--- config.mk ---
export PLATFORM = sky130hd
export DESIGN_NAME = console_csr_slave
export DESIGN_NICKNAME = d
export VERILOG_FILES = /design/src/rtl/console_csr_slave.sv
export SDC_FILE = /design/constraint.sdc
export NUM_CORES = 1
export LEC_CHECK = 0
export BUFFER_PORTS_ARGS = -buffer_cell sky130_fd_sc_hd__buf_2
export CAP_MARGIN = 20
export CORE_AREA = 4 4 306 158
export DETAILED_ROUTE_END_ITERATION = 8
export DIE_AREA = 0 0 310 162
export GPL_TIMING_DRIVEN = 0
export PLACE_DENSITY = 0.88
export SLEW_MARGIN = 10
export SYNTH_ARGS = -nofsm -noshare
export SYNTH_HDL_FRONTEND = slang
export SYNTH_SLANG_ARGS = --single-unit
--- constraint.sdc ---
create_clock -name clk -period 5.1 [get_ports clk]
set_input_delay 1.02 -clock clk [delete_from_list [all_inputs] [get_ports clk]]
set_output_delay 1.02 -clock clk [all_outputs]
set_load 0.02 [all_outputs]
--- src/rtl/console_csr_slave.sv ---
// console_csr_slave: Avalon-MM CSR bank fed by the JTAG Avalon master.
// NUM_REGS 32-bit registers with byte-lane writes, a fixed-latency pipelined read path
// and a registered post-reset waitrequest window. Register 0 drives ctrl_out; the top
// two registers are a free-running cycle counter and a constant ID.
// Build macro CONSOLE_CSR_ERRCNT_EN: adds a 16-bit saturating out-of-range access
// counter at index NUM_REGS-3 (read-only; any write clears it).
module console_csr_slave #(
    parameter int unsigned NUM_REGS     = 16,
    parameter logic [31:0] BASE_ADDR    = 32'h0000_0000,
    parameter int unsigned READ_LATENCY = 2,
    parameter int unsigned INIT_CYCLES  = 8,
    parameter logic [31:0] ID_VALUE     = 32'hC0A5_0001
) (
    input  logic        clk,
    input  logic        reset_n,
    input  logic [31:0] address,
    input  logic [3:0]  byteenable,
    input  logic        read,
    input  logic        write,
    input  logic [31:0] writedata,
    output logic [31:0] readdata,
    output logic        readdatavalid,
    output logic        waitrequest,
    output logic [31:0] ctrl_out
);

    localparam int unsigned      IDX_W     = $clog2(NUM_REGS);
    localparam logic [31:0]      SPAN_MASK = 32'(NUM_REGS * 4 - 1);
    localparam logic [IDX_W-1:0] ID_IDX    = IDX_W'(NUM_REGS - 1);
    localparam logic [IDX_W-1:0] CNT_IDX   = IDX_W'(NUM_REGS - 2);
`ifdef CONSOLE_CSR_ERRCNT_EN
    localparam logic [IDX_W-1:0] ERR_IDX   = IDX_W'(NUM_REGS - 3);
    localparam int unsigned      NUM_RW    = NUM_REGS - 3;
`else
    localparam int unsigned      NUM_RW    = NUM_REGS - 2;
`endif

    logic [31:0]             regs [NUM_RW];
    logic [7:0]              init_cnt;
    logic [31:0]             cycle_cnt;
    logic [31:0]             pipe_data [READ_LATENCY];
    logic [READ_LATENCY-1:0] pipe_vld;

    logic             in_range_c;
    logic [IDX_W-1:0] index_c;
    logic             wr_acc_c;
    logic             rd_acc_c;
    logic [31:0]      rd_data_c;

`ifdef CONSOLE_CSR_ERRCNT_EN
    logic [15:0]      err_cnt;
`endif

    // Address decode and request acceptance; a write wins over a simultaneous read
    always_comb begin
        in_range_c = ((address & ~SPAN_MASK) == BASE_ADDR);
        index_c    = address[IDX_W+1:2];
        wr_acc_c   = write && !waitrequest;
        rd_acc_c   = read && !write && !waitrequest;
    end

    // Read source select, sampled into the pipeline at the acceptance edge
    always_comb begin
        rd_data_c = 32'hDEAD_BEEF;
        if (in_range_c) begin
            if (index_c == ID_IDX) begin
                rd_data_c = ID_VALUE;
            end else if (index_c == CNT_IDX) begin
                rd_data_c = cycle_cnt;
`ifdef CONSOLE_CSR_ERRCNT_EN
            end else if (index_c == ERR_IDX) begin
                rd_data_c = {16'h0000, err_cnt};
`endif
            end else begin
                rd_data_c = regs[index_c];
            end
        end
    end

    // Post-reset init window; waitrequest drops once the counter reaches zero
    always_ff @(posedge clk or negedge reset_n) begin
        if (!reset_n) begin
            init_cnt    <= 8'(INIT_CYCLES);
            waitrequest <= 1'b1;
        end else if (init_cnt != 8'd0) begin
            init_cnt    <= init_cnt - 8'd1;
            waitrequest <= (init_cnt != 8'd1);
        end else begin
            waitrequest <= 1'b0;
        end
    end

    // Free-running cycle counter, wraps naturally
    always_ff @(posedge clk or negedge reset_n) begin
        if (!reset_n) begin
            cycle_cnt <= 32'd0;
        end else begin
            cycle_cnt <= cycle_cnt + 32'd1;
        end
    end

    // Read/write registers with per-byte-lane update
    always_ff @(posedge clk or negedge reset_n) begin
        if (!reset_n) begin
            for (int i = 0; i < int'(NUM_RW); i++) begin
                regs[i] <= 32'd0;
            end
        end else if (wr_acc_c && in_range_c) begin
            for (int i = 0; i < int'(NUM_RW); i++) begin
                if (index_c == IDX_W'(i)) begin
                    for (int b = 0; b < 4; b++) begin
                        if (byteenable[b]) begin
                            regs[i][8*b +: 8] <= writedata[8*b +: 8];
                        end
                    end
                end
            end
        end
    end

`ifdef CONSOLE_CSR_ERRCNT_EN
    // Saturating count of accepted out-of-range accesses; any write to its slot clears it
    always_ff @(posedge clk or negedge reset_n) begin
        if (!reset_n) begin
            err_cnt <= 16'd0;
        end else if (wr_acc_c || rd_acc_c) begin
            if (!in_range_c) begin
                if (err_cnt != 16'hFFFF) begin
                    err_cnt <= err_cnt + 16'd1;
                end
            end else if (wr_acc_c && (index_c == ERR_IDX)) begin
                err_cnt <= 16'd0;
            end
        end
    end
`endif

    // Read pipeline; reset flushes any reads in flight
    always_ff @(posedge clk or negedge reset_n) begin
        if (!reset_n) begin
            pipe_vld <= '0;
            for (int i = 0; i < int'(READ_LATENCY); i++) begin
                pipe_data[i] <= 32'd0;
            end
        end else begin
            pipe_vld[0] <= rd_acc_c;
            if (rd_acc_c) begin
                pipe_data[0] <= rd_data_c;
            end
            for (int i = 1; i < int'(READ_LATENCY); i++) begin
                pipe_vld[i]  <= pipe_vld[i-1];
                pipe_data[i] <= pipe_data[i-1];
            end
        end
    end

    // Response register; readdata holds between valid pulses
    always_ff @(posedge clk or negedge reset_n) begin
        if (!reset_n) begin
            readdata      <= 32'd0;
            readdatavalid <= 1'b0;
        end else begin
            readdatavalid <= pipe_vld[READ_LATENCY-1];
            if (pipe_vld[READ_LATENCY-1]) begin
                readdata <= pipe_data[READ_LATENCY-1];
            end
        end
    end

    assign ctrl_out = regs[0];

endmodule

Word-level counts from Yosys, hierarchy flattened:

Cells that the tools add are included.

* flip-flop bits (word level): 588
* bits of input ports: 72
* output and inout port bits: 66

* add/subtract/negate cells: 2
* magnitude comparators: 1
* equality and inequality tests: 16
* mux-type cells: 7
* bitwise operators: 1
* reduce and logical (&&, ||, !) cells: 65

Operators by type and width (number)
* AND reduction 3 bit: 56
* two-way mux 32 bit: 5
* binary-select mux 32 bit (select 4 bit): 1
* adder 32 x 1 -> 32 bit (second input constant): 1
* equality test 4 bit (second input constant): 8
* zero test 32 bit: 1
* equality test 4 x 3 -> 1 bit (second input constant): 4
* equality test 4 x 2 -> 1 bit (second input constant): 2
* inequality test 8 x 1 -> 1 bit (second input constant): 1
* nonzero test 8 bit: 1
* subtractor 8 x 1 -> 8 bit (second input constant): 1
* >= comparator 5 bit (second input constant): 1
* inverter 4 -> 5 bit: 1
* equality test 4 x 1 -> 1 bit (second input constant): 1
* logical AND 1 bit: 4
* zero test 4 bit: 1
* zero test 1 bit: 2
* two-way mux 1 bit: 1

Depth between registers and ports, before layout:

Gate-level depths: netlist of run 1.

* depth in word-level cells: 7
* depth in mapped cells: 8
* depth with buffers taken out: 5

Least setup slack after synthesis of run 1:

OpenSTA, ideal clock, no wires.

* path kind: input -> register
* start: in address[21]
* end: reg regs, in the netlist ctrl_out[0]
* library setup time: 0.125 ns
* arrival: 2.605 ns
* required time: 4.975 ns
* path slack: 2.370 ns
* stages: 6
* cells stage by stage: nor4_1 -> nand3_1 -> buf_2 -> buf_4 -> nor4_4 -> mux2_2

* longest elaborated chain between the ends: 3

RTL lines
* start, declared: line 16 `input logic [31:0] address,`
* zero test 32 bit: line 56 `in_range_c = ((address & ~SPAN_MASK) == BASE_ADDR);`
* logical AND 1 bit: line 108 `end else if (wr_acc_c && in_range_c) begin`
* AND reduction 3 bit (no line)
* end signal, assigned by index: line 113 `regs[i][8*b +: 8] <= writedata[8*b +: 8];`
* end, declared: line 38 `logic [31:0] regs [NUM_RW];`

No other way between the ends.
A chain may end at the register's enable or synchronous reset.

Worst setup path after layout of run 1:

* start: in address[21]
* end: reg pipe_data[42] in the netlist's numbering

* longest elaborated chain between the ends: 2

RTL lines
* zero test 32 bit: line 56
* two-way mux 32 bit: line 65 `if (in_range_c) begin`
* end signal, assigned by index: line 152 `pipe_data[i] <= pipe_data[i-1];`
* end, declared: line 41 `logic [31:0] pipe_data [READ_LATENCY];`

No other way between the ends.

==> impl_metrics.yaml, run 1 <==
critical_path:
  crit_fanout: 10
  r2r_cells: 5
  r2r-end: "pipe_data[42]"
  worstPathCellList: "buf_2 > nor4_1 > nand3_1 > buf_2 > buf_2 > nor3_2 > clkbuf_1 > a31oi_1"
  cp-start-kind: "input port"
  worstReg2RegStart: "waitrequest"
  critPathArrivalTime_ns: 3.83
  end_kind: "register"
  crit_required_ns: 5.49
  slowest_delay_ns: 0.85
  worst_path_most_repeated_cell: "buf_2"
  critical_path_class: "input port to register"
  crit_slowest_cell: "clkbuf_1"
  crit_start: "address[21]"
  cp-endpoint: "pipe_data[42]"
  r2r_slack_ns: 2.00
placed_design:
  port_buffers: 132
  dpl.hpwl_um: 52700
  place.gp.congestion: 1.01
  dpl.cell_count: 2547
synthesis:
  synthTopCellsByArea: "dfrtp_1, mux2_2, mux4_2, nor4_4, buf_4"
  ys_warn_count: 0
  async_flop_share: 1.00
  netlist_area_mm2: 0.0270
  synthCells: 1799
  synth_flop_cell: "dfrtp_1"
  synth_edf_count: 0
  synth_seq_cells: 588
  synth_fp_nets: 1874
  syn_avg_cell_area_um2: 15.0
  yosys.area.top_type: "dfrtp_1"
  netlist.area_leader.share: 0.543
  synth.yosys.seq_area_share: 0.545
  synth.distinct_cells: 48
pwr:
  p_comb_frac: 0.052
  netSwitchingPower_mw: 2.12
  power.total_mw: 9.12
  p_leak_nw: 14.3
  p_per_area_mw_per_mm2: 301
  ir_drop_mv: 0.295
  clockPowerShare: 0.436
  p_seq_frac: 0.511
  p_sw_frac: 0.233
  p_int_mw: 6.99
clock_tree:
  cts_setup_buffers: 0
  htreeDepth: 2
  clock_sinks: 588
  clockBufferDepth: 3
  clock_latency_ns: 0.58
  post_cts_resized: 0
  numCtsBuffers: 49
  path_clk_slew_ns: 0.07
  cts_tree: "yes"
  hold_buffers: 0
  clock-root-buffer: "clkbuf_16"
floorplan:
  start_util: 0.588
  row_count: 56
  core_mm2: 0.0460
  dieHeight_um: 162
  die_area_mm2: 0.0502
  fp.dieW_um: 310
  io_pins: 138
timing:
  finalClockSkew_ns: 0.0116
  setup_violations: 0
  fin_crit_sh: 0.675
  fmax_mhz: 291
  rsz0062_at_grt: "no"
  slew-limit-headroom: 0.233
  hold_violations: 0
  min_period_ns: 3.44
  worstMarginPinSlew_ns: 1.15
  maxSlewViolCount: 0
global_routing:
  grt_max_degree: 122
  use_met2: 0.450
  use_met3: 0.0911
  busiest_layer: "met1"
  grt_usage: 0.308
  grt_pass1_wl_um: 114000
  grt_antenna_before_repair: 1
  overflow: 0
  grt_use_met1: 0.455
  grt_pass1_vias: 18000
drt:
  ant_nets: 0
  vias: 17400
  wire_per_inst_um: 28.9
  drc_errors: 0
  firstDrtPassIters: 8
  wirelength_um: 76300
  drt-initial-drc-count: 2064
  viasPerCell: 6.57
final_layout:
  area_growth_pct: 12.2
  final_cell_mix: "dfrtp_1, mux2_2, buf_2"
  fillers: 3148
  diodes: 0
  final_cells: 2640
  final_common_cell: "dfrtp_1"
  drive_gt1_frac: 0.465
  nets: 2066
job:
  maxCapViolations: 0
min_path:
  holdCritPathClass: "input port to async pin"
outcome:
  status: "completed"
[synthesized netlist by cell type (all sizes together), types with 5 or more instances]
| cell type | instances |
|---|---|
| dfrtp | 586 |
| mux2 | 490 |
| mux4 | 92 |
| buf | 88 |
| clkbuf | 64 |
| nor4 | 64 |
| nand2 | 57 |
| nor2 | 48 |
| inv | 31 |
| mux2i | 31 |
| a22oi | 25 |
| o211ai | 23 |
| o221ai | 23 |
| xnor2 | 22 |
| nand3 | 20 |
| a31oi | 19 |
| o21ai | 17 |
| nand4 | 11 |
| nor3 | 11 |
| xor2 | 11 |
| a41oi | 8 |
| o41a | 8 |
| and4 | 7 |
| nor2b | 6 |
| a2111o | 5 |
| a2111oi | 5 |
| and2 | 5 |
[sequential cells by signal, indices dropped and copies added (netlist names)]
register	count
init_cnt	8
pipe_vld	2
regs	416
cycle_cnt	32
readdatavalid	1
readdata	32
pipe_data	64
waitrequest	1
ctrl_out	32
[worst max-delay path, delay by kind of cell]
kind / cells / cell delay [ns]
buf+inv: 4 / 1.42
simple gates: 3 / 1.15
compound gates: 1 / 0.21
[stage by stage]
| stage | setup slack, ns | area, um2 | utilization | setup TNS, ns | hold slack [ns] |
|---|---|---|---|---|---|
| floorplan | 2.37 | 27000 | - | 0 | 0.331 |
| global placement | -8.39 | 28400 | 0.619 | -4872.34 | 0.334 |
| detailed placement | 1.12 | 28600 | 0.623 | 0 | 0.350 |
| CTS | 1.69 | 30300 | 0.659 | 0 | 0.297 |
| global route | 1.58 | 30300 | 0.660 | 0 | 0.317 |
| finish | 1.66 | 30300 | 0.660 | 0 | 0.312 |
[power groups by stage]
stage | Clock [mW] | Combinational (mW) | Sequential (mW)
6_report | 3.98 | 0.478 | 4.66
2_1_floorplan | 0 | 0.190 | 4.75
4_1_cts | 4.00 | 0.468 | 4.66
5_1_grt | 4.22 | 0.504 | 4.66
3_5_place_dp | 0 | 0.466 | 4.75
3_3_place_gp | 0 | 0.437 | 4.76
[metal layers]
metal	part of all wire	up-vias
li1	-	7075
met1	0.42	9185
met2	0.44	961
met3	0.11	136
met4	0.025	0
met5	0	-
[how the worst min path moves through the flow]
stage / from / endpoint / slack (ns) / depth (start not counted)
CTS: reset_n / ctrl_out[22] / 0.30 / 1
finish: reset_n / ctrl_out[22] / 0.31 / 1
detailed placement: pipe_vld[0] / pipe_vld[1] / 0.35 / 0
global placement: pipe_vld[0] / pipe_vld[1] / 0.33 / 0
floorplan: pipe_vld[0] / pipe_vld[1] / 0.33 / 0
global route: reset_n / ctrl_out[22] / 0.32 / 1
[area by class of cell]
class / count / area, um2 / share of cell area
Buffer: 152 / 816 / 0.0269
Clock buffer: 71 / 1400 / 0.0461
Clock inverter: 20 / 274 / 0.00904
Inverter: 31 / 116 / 0.00384
Multi-Input combinational cell: 1028 / 11400 / 0.375
Sequential cell: 588 / 14700 / 0.485
Tap cell: 609 / 762 / 0.0251
Timing Repair Buffer: 141 / 861 / 0.0284
[cell families (layout without fill, tap and decap cells)]
family / count (synthesis) / after routing / share of synthesized area
xor gates and xnor gates: 33 / 33 / 0.0107
and+or+nand+nor: 239 / 239 / 0.0767
AOI/OAI and AO/OA: 140 / 140 / 0.0398
muxes: 613 / 613 / 0.292
adders and majority gates: 3 / 3 / 0.00139
buffers and inverters: 183 / 415 / 0.0345
DFF: 588 / 588 / 0.545
No activity file was read; power rests on OpenSTA's default activity.
==> run 2: changes to the inputs <==
- clock period: 5.1 -> 3.3 ns (I/O delays scaled with it)
==> run 2 against run 1 <==
Net effect:
- core utilization is essentially flat
- flip-flop and latch count did not move
- hold slack improved by 0.053 ns
- cell count about the same
- critical path depth down 3
- sequential share of layout area about the same
- register-to-register slack lost 1.8 ns
- clock skew increased by 0.0029 ns
- first-iteration DRC count fell by 5.8%
- clock-buffer cell count unchanged
- power grew 54%
- global-route usage did not move
==> impl_metrics.yaml, run 2 (synthesis results as in run 1) <==
final_layout:
  final_cell_mix: "dfrtp_1, mux2_2, buf_2"
  drive_gt1_frac: 0.465
  largest_reg_flops: 416
  largest-register: "regs"
  fillers: 3146
  nets: 2067
  final_common_cell: "dfrtp_1"
  area_growth_pct: 12.2
  final_area_mm2: 0.0303
  reg_top3: "regs: 416 flops, pipe_data: 64 flops"
  fin_util: 0.660
critical_path:
  cp-start-kind: "register"
  end_kind: "register"
  r2r_cells: 5
  crit_fanout: 10
  slowest_delay_ns: 0.89
  r2r_slack_ns: 0.18
  critPathArrivalTime_ns: 3.51
  crit_required_ns: 3.69
  worstPathCellList: "or3b_2 > buf_2 > nor3_2 > clkbuf_1 > a31oi_1"
  worstReg2RegStart: "waitrequest"
  crit_start: "waitrequest"
  r2r-end: "pipe_data[47]"
  critical_path_class: "register to register"
  crit_slowest_cell: "clkbuf_1"
job:
  maxCapViolations: 0
floorplan:
  fp.dieW_um: 310
  dieHeight_um: 162
  core_mm2: 0.0460
  row_count: 56
  io_pins: 138
  die_area_mm2: 0.0502
  start_util: 0.588
pwr:
  p_leak_nw: 14.3
  ir_drop_mv: 0.454
  p_per_area_mw_per_mm2: 464
timing:
  setup_violations: 0
  rsz0062_at_grt: "no"
  setup_tns_ns: 0
  hold_violations: 0
  finalClockSkew_ns: 0.0145
  maxSlewViolCount: 0
  worstMarginPinSlew_ns: 1.19
  worst_hold_slack_ns: 0.364
  slew-limit-headroom: 0.205
  fmax_mhz: 320
  min_period_ns: 3.12
  fin_crit_sh: 0.946
clock_tree:
  cts_setup_buffers: 0
  hold_buffers: 1
  htreeDepth: 2
  post_cts_resized: 0
  clock_latency_ns: 0.58
  clockBufferDepth: 3
  cts_tree: "yes"
  numCtsBuffers: 49
  clock_sinks: 588
  path_clk_slew_ns: 0.07
  clock-root-buffer: "clkbuf_16"
drt:
  drt-initial-drc-count: 1944
  wirelength_um: 76200
  viasPerCell: 6.60
  firstDrtPassIters: 5
  drc_errors: 0
  wire_per_inst_um: 28.8
  ant_nets: 0
  vias: 17400
outcome:
  status: "completed"
placed_design:
  dpl.hpwl_um: 52700
  place_area_mm2: 0.0286
  place.gp.congestion: 1.01
  port_buffers: 132
min_path:
  worstHoldEndpoint: "ctrl_out[17]"
  holdCritPathClass: "input port to register"
  hold_depth: 2
  min_from: "writedata[17]"
global_routing:
  grt_pass1_vias: 18000
  grt_use_met1: 0.455
  grt_antenna_before_repair: 1
  busiest_layer: "met1"
  grt_max_degree: 122
  use_met2: 0.450
  use_met3: 0.0911
  grt_pass1_wl_um: 114000
  overflow: 0
  grt_usage: 0.308
==> run 2: changes by cell type in the layout (fill, tap and decap cells not counted) <==
cell	delta
dlygate4sd3_1	+1
diode_2	+1
==> run 2: critical path: cells and delay by family (launching register included) <==
| kind | cells | cell delay [ns] |
|---|---|---|
| AOI/OAI and AO/OA | 1 | 0.20 |
| buffers and inverters | 2 | 1.15 |
| DFF | 1 | 0.38 |
| and+or+nand+nor | 2 | 1.19 |
==> run 2: worst max-delay path by stage <==
| stage | slack (ns) | depth (start not counted) | endpoint |
|---|---|---|---|
| 2_1_floorplan | 0.93 | 6 | ctrl_out[0] |
| 3_3_place_gp | -9.83 | 1 | pipe_data[7] |
| 3_5_place_dp | -0.32 | 8 | pipe_data[58] |
| 4_1_cts | 0.25 | 5 | pipe_data[42] |
| 5_1_grt | 0.14 | 8 | pipe_data[42] |
| 6_report | 0.18 | 5 | pipe_data[47] |
==> run 2: per-stage QoR <==
| step | setup slack (ns) | std cells | power [mW] |
|---|---|---|---|
| 2_1_floorplan | 0.930 | 1799 | 7.64 |
| 4_1_cts | 0.249 | 2639 | 14.1 |
| 3_5_place_dp | -0.322 | 2547 | 8.06 |
| 6_report | 0.180 | 2642 | 14.1 |
| 5_1_grt | 0.142 | 2641 | 14.5 |
| 3_3_place_gp | -9.83 | 2540 | 8.02 |
==> run 2: report_power, final <==
group          switching, mW  internal (mW)
sequential          0.000750           7.20
combinational          0.568          0.171
clock                   2.71           3.43
==> run 2: area by class of cell <==
cell class                      instances  area (um2)  share of cell area
Antenna cell                            1        2.50           0.0000825
Buffer                                152         816              0.0269
Clock buffer                           71        1400              0.0461
Clock inverter                         20         274             0.00903
Inverter                               31         116             0.00384
Multi-Input combinational cell       1028       11400               0.375
Sequential cell                       588       14700               0.485
Tap cell                              609         762              0.0251
Timing Repair Buffer                  142         871              0.0287
==> run 2: metal layers <==
metal | up-vias | share of wire
li1 | 7060 | -
met1 | 9261 | 0.42
met2 | 950 | 0.44
met3 | 154 | 0.11
met4 | 0 | 0.027
met5 | - | 0
